`src/rtl/cdb_arbiter.sv`:
```
// Round-robin arbiter sharing the common data bus among N_FU functional units.
// At most one grant per cycle; the winner's result is broadcast on cdb_* the following cycle.
module cdb_arbiter #(
    parameter int N_FU      = 4,
    parameter int ROB_IDX_W = 8,
    parameter int PREG_W    = 6
) (
    input  logic                      clk,
    input  logic                      rst_n,
    input  logic                      flush,
    input  logic [N_FU-1:0]           req_valid,
    output logic [N_FU-1:0]           req_ready,
    input  logic [N_FU*ROB_IDX_W-1:0] req_rob_id,
    input  logic [N_FU*PREG_W-1:0]    req_pd,
    input  logic [N_FU*32-1:0]        req_data,
    output logic                      cdb_valid,
    output logic [ROB_IDX_W-1:0]      cdb_rob_id,
    output logic [PREG_W-1:0]         cdb_pd,
    output logic [31:0]               cdb_data,
    output logic [2:0]                cdb_fu_id
);

    localparam int PTR_W = (N_FU > 1) ? $clog2(N_FU) : 1;

    logic [PTR_W-1:0]     rr_ptr;
    logic [PTR_W-1:0]     rr_ptr_next;
    logic [2*N_FU-1:0]    req_wide;
    logic [N_FU-1:0]      req_rot;
    logic [N_FU-1:0]      pick_rot;
    logic [2*N_FU-1:0]    pick_wide;
    logic                 found;
    logic [N_FU-1:0]      grant;
    logic                 any_grant;
    logic [2:0]           winner;
    logic [ROB_IDX_W-1:0] win_rob_id;
    logic [PREG_W-1:0]    win_pd;
    logic [31:0]          win_data;

    // Rotate requests so rr_ptr sits at bit 0, take the lowest set bit, rotate back.
    always_comb begin
        req_wide = {req_valid, req_valid} >> rr_ptr;
        req_rot  = req_wide[N_FU-1:0];
        pick_rot = '0;
        found    = 1'b0;
        for (int unsigned j = 0; j < N_FU; j++) begin
            if (!found && req_rot[j]) begin
                pick_rot[j] = 1'b1;
                found       = 1'b1;
            end
        end
        pick_wide = {{N_FU{1'b0}}, pick_rot} << rr_ptr;
        grant     = (pick_wide[N_FU-1:0] | pick_wide[2*N_FU-1:N_FU])
                    & {N_FU{rst_n & ~flush}};
        any_grant = |grant;
    end

    always_comb begin
        winner     = '0;
        win_rob_id = '0;
        win_pd     = '0;
        win_data   = '0;
        for (int unsigned i = 0; i < N_FU; i++) begin
            if (grant[i]) begin
                winner     = 3'(i);
                win_rob_id = req_rob_id[i*ROB_IDX_W +: ROB_IDX_W];
                win_pd     = req_pd[i*PREG_W +: PREG_W];
                win_data   = req_data[i*32 +: 32];
            end
        end
    end

    always_comb begin
        if (flush) begin
            rr_ptr_next = '0;
        end else if (any_grant) begin
            rr_ptr_next = (winner == 3'(N_FU - 1)) ? '0 : PTR_W'(winner + 3'd1);
        end else begin
            rr_ptr_next = rr_ptr;
        end
    end

    assign req_ready = grant;

    always_ff @(posedge clk or negedge rst_n) begin
        if (!rst_n) begin
            rr_ptr     <= '0;
            cdb_valid  <= 1'b0;
            cdb_rob_id <= '0;
            cdb_pd     <= '0;
            cdb_data   <= '0;
            cdb_fu_id  <= '0;
        end else begin
            rr_ptr    <= rr_ptr_next;
            cdb_valid <= any_grant;
            if (any_grant) begin
                cdb_rob_id <= win_rob_id;
                cdb_pd     <= win_pd;
                cdb_data   <= win_data;
                cdb_fu_id  <= winner;
            end
        end
    end

endmodule

```
`config.mk`:
```
export PLATFORM = sky130hd
export DESIGN_NAME = cdb_arbiter
export DESIGN_NICKNAME = d
export VERILOG_FILES = /design/src/rtl/cdb_arbiter.sv
export SDC_FILE = /design/constraint.sdc
export NUM_CORES = 1
export LEC_CHECK = 0
export ABC_AREA = 0
export BUFFER_PORTS_ARGS = -buffer_cell sky130_fd_sc_hd__buf_4
export CORE_AREA = 2 2 94 96
export DETAILED_ROUTE_END_ITERATION = 12
export DIE_AREA = 0 0 96 98
export HOLD_SLACK_MARGIN = 0.15
export MAX_ROUTING_LAYER = met4
export PLACE_DENSITY = 0.92
export SLEW_MARGIN = 5
export SYNTH_ARGS = -nofsm -noshare
export SYNTH_HDL_FRONTEND = slang
export SYNTH_SLANG_ARGS = --single-unit
```
`constraint.sdc`:
```
create_clock -name clk -period 3.95 [get_ports clk]
set_clock_uncertainty 0.2 [all_clocks]
set_input_delay 0.1975 -clock clk [delete_from_list [all_inputs] [get_ports clk]]
set_output_delay 0.1975 -clock clk [all_outputs]
set_load 0.05 [all_outputs]
```
# After elaboration in Yosys (flattened, before gate mapping)
# Cells that the tools add are included.
# word_totals
inputBits	191
wordCells	46
output_inout_bits	54
register_bits	52
# classes
muxes	24
add_sub_neg	1
eq_ne	1
bitwise_logic	4
reduce_logical	8
shift	2
# ops
operator	n
2-to-1 mux 32 bit	4
2-to-1 mux 8 bit	4
2-to-1 mux 6 bit	4
left shift 4 x 2 -> 8 bit	1
>> shifter 8 x 2 -> 4 bit	1
2-to-1 mux 1 bit	7
2-to-1 mux 2 bit	3
2-to-1 mux 3 bit	2
bitwise AND 4 bit	1
bitwise OR 4 bit	1
OR reduction 4 bit	1
equality test 3 x 2 -> 1 bit, second input constant	1
logical AND 1 bit	3
zero test 1 bit	3
adder 2 x 1 -> 2 bit, second input constant	1
nonzero test 2 bit	1
bitwise AND 1 bit	1
NOT 1 bit	1

# Logic depth before layout (Yosys ltp)
# logic_depth
ltp_word	21
mapped_depth	8
ltp_nobuf	5

# Worst setup path before layout
# Ideal clock, no wire load.
# synth_path
path_type	register -> register
from	reg rr_ptr[1]
to	reg rr_ptr[0]
path_buffers	1
arrival_ns	1.792
setup_ns	0.166
path_slack_ns	1.792
required_time_ns	3.584
synth_period_minus_slack_ns	2.158
stages_incl_launch_ff	7
path_cell_list	dfrtp_1 buf_4 nand2b_4 a21oi_2 or2_2 nor2_1 nor4_1
# synth_via
word_cells_on_any_way	26
cone_classes	add/sub: 1; eq/ne: 1; shift: 2; mux: 12; bitwise: 2; reduce/logical: 8
# synth_rtl
item	line_no	source
from (decl)	25	logic [PTR_W-1:0] rr_ptr;
from (signal assigned)	93	rr_ptr <= rr_ptr_next;
>> shifter 8 x 2 -> 4 bit	41	req_wide = {req_valid, req_valid} >> rr_ptr;
2-to-1 mux 1 bit	46	if (!found && req_rot[j]) begin
zero test 1 bit	46	
logical AND 1 bit	46	
2-to-1 mux 1 bit	46	
zero test 1 bit	46	
logical AND 1 bit	46	
2-to-1 mux 1 bit	46	
[4 not listed]	-	
bitwise OR 4 bit (*)	52	grant = (pick_wide[N_FU-1:0] | pick_wide[2*N_FU-1:N_FU])
bitwise AND 4 bit (*)	53	& {N_FU{rst_n & ~flush}};
net req_ready[3]	12	output logic [N_FU-1:0] req_ready,
2-to-1 mux 3 bit	63	if (grant[i]) begin
adder 2 x 1 -> 2 bit or equality test 3 x 2 -> 1 bit (tied branches)	76	rr_ptr_next = (winner == 3'(N_FU - 1)) ? '0 : PTR_W'(winner + 3'd1);
2-to-1 mux 2 bit	76	
2-to-1 mux 2 bit	75	end else if (any_grant) begin
2-to-1 mux 2 bit	73	if (flush) begin
# The timed path passes the listed nets; every way through them passes the cells marked *. The select of a mux whose other input is x is not followed.
# A chain may end at the register's enable or synchronous reset.

# Worst setup path in the final report
# layout_path
from	in flush
to	reg cdb_data[24]
# layout_via
elab_chain_cells	7
word_cells_on_any_way	8
cone_classes	mux: 4; bitwise: 3; reduce/logical: 1
# layout_rtl
item	line_no	source
from (decl)	10	input logic flush,
NOT 1 bit (*)	53	
bitwise AND 1 bit (*)	53	
bitwise AND 4 bit (*)	53	
2-to-1 mux 32 bit (4 in series)	63	
to (signal assigned)	98	cdb_data <= win_data;
to (decl)	19	output logic [31:0] cdb_data,
# Mark *: on every way between the ends. The rest lies on a longest branch, timed or not.

==> out/summary.md <==
The critical path startpoint category is a primary input. 245 I/O pins were placed. The final period utilization was 93.5%.

The worst setup path is of the primary input to flop kind. The path class of the tightest hold or removal check is primary input to flop. Across the run, the number of max-cap violations was 0. The final layout contains routed wiring with a total length of 17.7 mm. The die is 98 um tall.

For the highest ir drop seen on vdd, the log shows 167 uV. Effective utilization at floorplan: 42.2%. The number of placed instances, taps included, is 754. The number of buffers inserted by post-CTS setup repair is 0. Across all hold checks on the routed design, the worst slack comes to 0.161 ns. Measured along the x axis, the die boundary spans 96 um. For this run, the total global-route usage over all layers was measured as 38.8%. For this block, the via count after detailed routing is 5282. For the number of nets in the synthesized netlist, the log shows 629.

The clock slew at the register clock pins of the worst setup and hold paths works out to 0.08 ns. In this design, the stage delay of the slowest critical-path cell is 0.74 ns. TritonCTS built the clock tree.

The relative area change from synthesis to final layout was 93.2%; the hold violation count in the final report was 0. Headroom to the max-slew limit: 12.2%. Number of global-route vias before repair: 5559.

After synthesis the cells add up to 3580 um2. For this run, the number of standard cells in the final layout without fillers is 902. The core region is 8470 um2.

The mean area per synthesized cell was 8.16 um2. The count of buffer and inverter cells on the critical path works out to 5. The insertion delay to the later sink of the worst-skew pair was 0.30 ns. The number of warning messages in the yosys log came out at 0. Grouping stages by cell kind, the critical path spends the most delay in buffers and inverters. CTS saw 51 sinks. The count of nets after finishing was 983. Traced cell by cell, the critical path runs through dlygate4sd3_1 -> buf_4 -> nand2b_4 -> a21o_2 -> inv_1 -> buf_4 -> nor2_1 -> a21oi_1 -> dlygate4sd3_1. At the worst endpoint, the arrival time is 3.68 ns. In this run the power density over the cells is 274 nW/um2. The average wire length per cell after detail routing is 19.6 um.

The first-pass GRT wire length is 27.4 mm. For the leakage component of the power, the log shows 3.28 nW. Ranked by total cell area, the synthesized netlist is headed by sky130_fd_sc_hd__dfrtp_1 (36%), sky130_fd_sc_hd__a221oi_1 (8.1%), sky130_fd_sc_hd__o32ai_1 (5.9%).

In this run, CTS created clock tree buffers numbering 5. The buffer cell driving the clock tree root is sky130_fd_sc_hd__clkbuf_8. For this block, the initial DRC count from the detailed router was 351. The overall overflow remaining after global route was 0; the area of the die was 9410 um2. The logs give 0.271 GHz for the highest attainable clock frequency and 450 for the filler cell count in the final layout.

Number of distinct library cells after synthesis: 33. STA classifies the critical path endpoint as a flop. At the pin with the least slew margin, the transition time is 1.32 ns. Of the post-synthesis cell area, the dominant cell type holds 35.7%. The run gives 2 as the maximum buffer depth of the clock tree. The standard-cell row count is 34, and the endpoint required time on the critical path is 3.93 ns. The count of nets left with antenna violations once routing finished came out at 0.

Count of input and output buffers: 243. The first TritonRoute pass finished after 7 iterations. Counting flops and latches in the post-synthesis netlist gives 51. The cell type with the largest total area after synthesis was sky130_fd_sc_hd__dfrtp_1. Critical-path maximum fanout: 48. The H-tree generated during clock tree synthesis spans 2 levels. The largest individual stage delay along the critical path comes from the cell sky130_fd_sc_hd__a21o_2. The final-report max-slew violation count was 0; the post-synthesis cell count was 438. The run finished with clean final reports. Maximum number of pins on one net before global-route repair: 54.

Routability-driven placement finished with a final weighted congestion of 0.895. Summing the sequential cell areas from Yosys gives 35.7% of the chip area. The tools report the residual DRC count as 0. After layout, the minimum clock period comes to 3.69 ns. For the accumulated negative setup slack, the log shows 0 ns.

Setup violations remaining at the end of the flow were counted as 0. The wire-length estimate of the detail-placed layout is 9.75 mm. Using the TritonRoute via totals, the vias-per-cell ratio works out to 5.86. The number of antenna violations at the first check in global routing was 3; the proportion of layout cells with a drive suffix above 1 was 35.3%.
[sequential cells by signal, indices dropped and copies added (netlist names)]
register and cells:
cdb_data 32, cdb_fu_id 2, cdb_pd 6, cdb_rob_id 8, cdb_valid 1, rr_ptr 2
[cell usage in the layout (no fill, tap or decap), drive strengths merged]
| cell type | n |
|---|---|
| o32ai | 24 |
| o21bai | 24 |
| nand2 | 48 |
| dfrtp | 51 |
| a21o | 2 |
| conb | 1 |
| a211oi | 1 |
| a21boi | 1 |
| o21a | 1 |
| diode | 3 |
| or2 | 1 |
| and2 | 23 |
| dlygate4sd3 | 139 |
| a221oi | 46 |
| o21ai | 51 |
| nor4 | 2 |
| clkbuf | 6 |
| nand2b | 3 |
| o221ai | 1 |
| nand4bb | 1 |
| buf | 250 |
| a21oi | 27 |
| inv | 50 |
| a2bb2oi | 1 |
| o22ai | 1 |
| nor2 | 33 |
| a2111oi | 1 |
| nor2b | 2 |
[worst register-to-register path: cells and delay by family, from the launching register on]
kind,cells,cell delay (ns)
buffers and inverters,3,1.53
AOI/OAI and AO/OA,4,1.17
DFF,1,0.55
and+or+nand+nor,1,0.18
[cells in the mapped netlist]
master	count
sky130_fd_sc_hd__nand2b_4	2
sky130_fd_sc_hd__a21o_1	2
sky130_fd_sc_hd__a21oi_1	26
sky130_fd_sc_hd__nor2_1	33
sky130_fd_sc_hd__nor2b_1	2
sky130_fd_sc_hd__clkbuf_1	20
sky130_fd_sc_hd__nand2b_1	1
sky130_fd_sc_hd__or2_2	1
sky130_fd_sc_hd__o32ai_1	24
sky130_fd_sc_hd__a21oi_2	1
sky130_fd_sc_hd__o21a_1	1
sky130_fd_sc_hd__a221oi_2	13
sky130_fd_sc_hd__o21ai_0	29
sky130_fd_sc_hd__conb_1	1
sky130_fd_sc_hd__o22ai_1	1
sky130_fd_sc_hd__a211oi_2	1
sky130_fd_sc_hd__nor4_1	2
sky130_fd_sc_hd__buf_1	1
sky130_fd_sc_hd__a2111oi_4	1
sky130_fd_sc_hd__a21boi_0	1
sky130_fd_sc_hd__o21bai_1	24
sky130_fd_sc_hd__a2bb2oi_1	1
sky130_fd_sc_hd__nand2_1	48
sky130_fd_sc_hd__nand4bb_1	1
sky130_fd_sc_hd__buf_4	5
sky130_fd_sc_hd__a221oi_1	33
sky130_fd_sc_hd__and2_1	23
sky130_fd_sc_hd__buf_2	12
sky130_fd_sc_hd__inv_1	50
sky130_fd_sc_hd__o221ai_1	1
sky130_fd_sc_hd__o21ai_1	22
sky130_fd_sc_hd__dfrtp_1	51
sky130_fd_sc_hd__buf_6	4
[routing by layer]
layer	up-vias	share of wire [%]	routed length [um]	GRT usage [%]
met5	-	0	0	-
li1	2270	-	-	-
met4	0	6.7	1180	23.8
met3	110	8.5	1510	8.80
met2	401	51	8940	65.2
met1	2501	34	6040	40.4
[through the flow]
stage               cell area [um2]  setup slack [ns]  util (%)  power, mW
detailed placement             5430              1.14      64.2       1.43
floorplan                      3580              1.79         -       1.09
global route                   6910        -0.0000155      81.6       1.96
global placement               5430              1.24      64.2       1.41
CTS                            6900             0.214      81.5       1.85
finish                         6910             0.256      81.6       1.89
[layout make-up]
class	count	area [um2]	share of cell area [%]
Inverter	50	188	2.72
Clock buffer	6	72.6	1.05
Tap cell	108	135	1.96
Multi-Input combinational cell	295	1950	28.2
Antenna cell	3	7.51	0.109
Timing Repair Buffer	389	3280	47.5
Sequential cell	51	1280	18.5
[what timing repair did]
item,CTS,global route
hold buffers,139,0
setup endpoints to repair,0,22
hold endpoints to repair,99,0
gates resized for setup,0,1
[report_power, final]
| group | switching [mW] | leakage [nW] | internal [mW] |
|---|---|---|---|
| clock network | 0.165 | 0.0371 | 0.119 |
| registers | 0.0485 | 0.648 | 0.588 |
| logic | 0.541 | 2.59 | 0.428 |
[worst paths after layout]
check                                         start                        end  slack, ns  depth (start not counted)
min in group asynchronous                     rst_n  cdb_rob_id[5]$_DFFE_PN0P_       0.32                          3
hold reg to reg            cdb_fu_id[0]$_DFFE_PN0P_   cdb_fu_id[0]$_DFFE_PN0P_       0.29                          1
setup / recovery                              flush   cdb_data[24]$_DFFE_PN0P_       0.26                          9
max in group asynchronous                     rst_n   cdb_data[20]$_DFFE_PN0P_       2.89                          3
setup reg to reg              rr_ptr[0]$_DFFE_PN0P_   cdb_data[16]$_DFFE_PN0P_       0.26                          8
hold / removal                         req_valid[0]   cdb_fu_id[1]$_DFFE_PN0P_       0.16                          4
[cells by family (layout without fill, tap and decap cells)]
logic type             count (synthesis)  in the layout  share of synthesized area (%)
and+or+nand+nor                      113            113                           14.7
DFF                                   51             51                           35.7
other                                  1              4                          0.105
AOI/OAI and AO/OA                    181            181                           38.1
buffers and inverters                 92            445                           11.4
No activity file was read; power rests on OpenSTA's default activity.
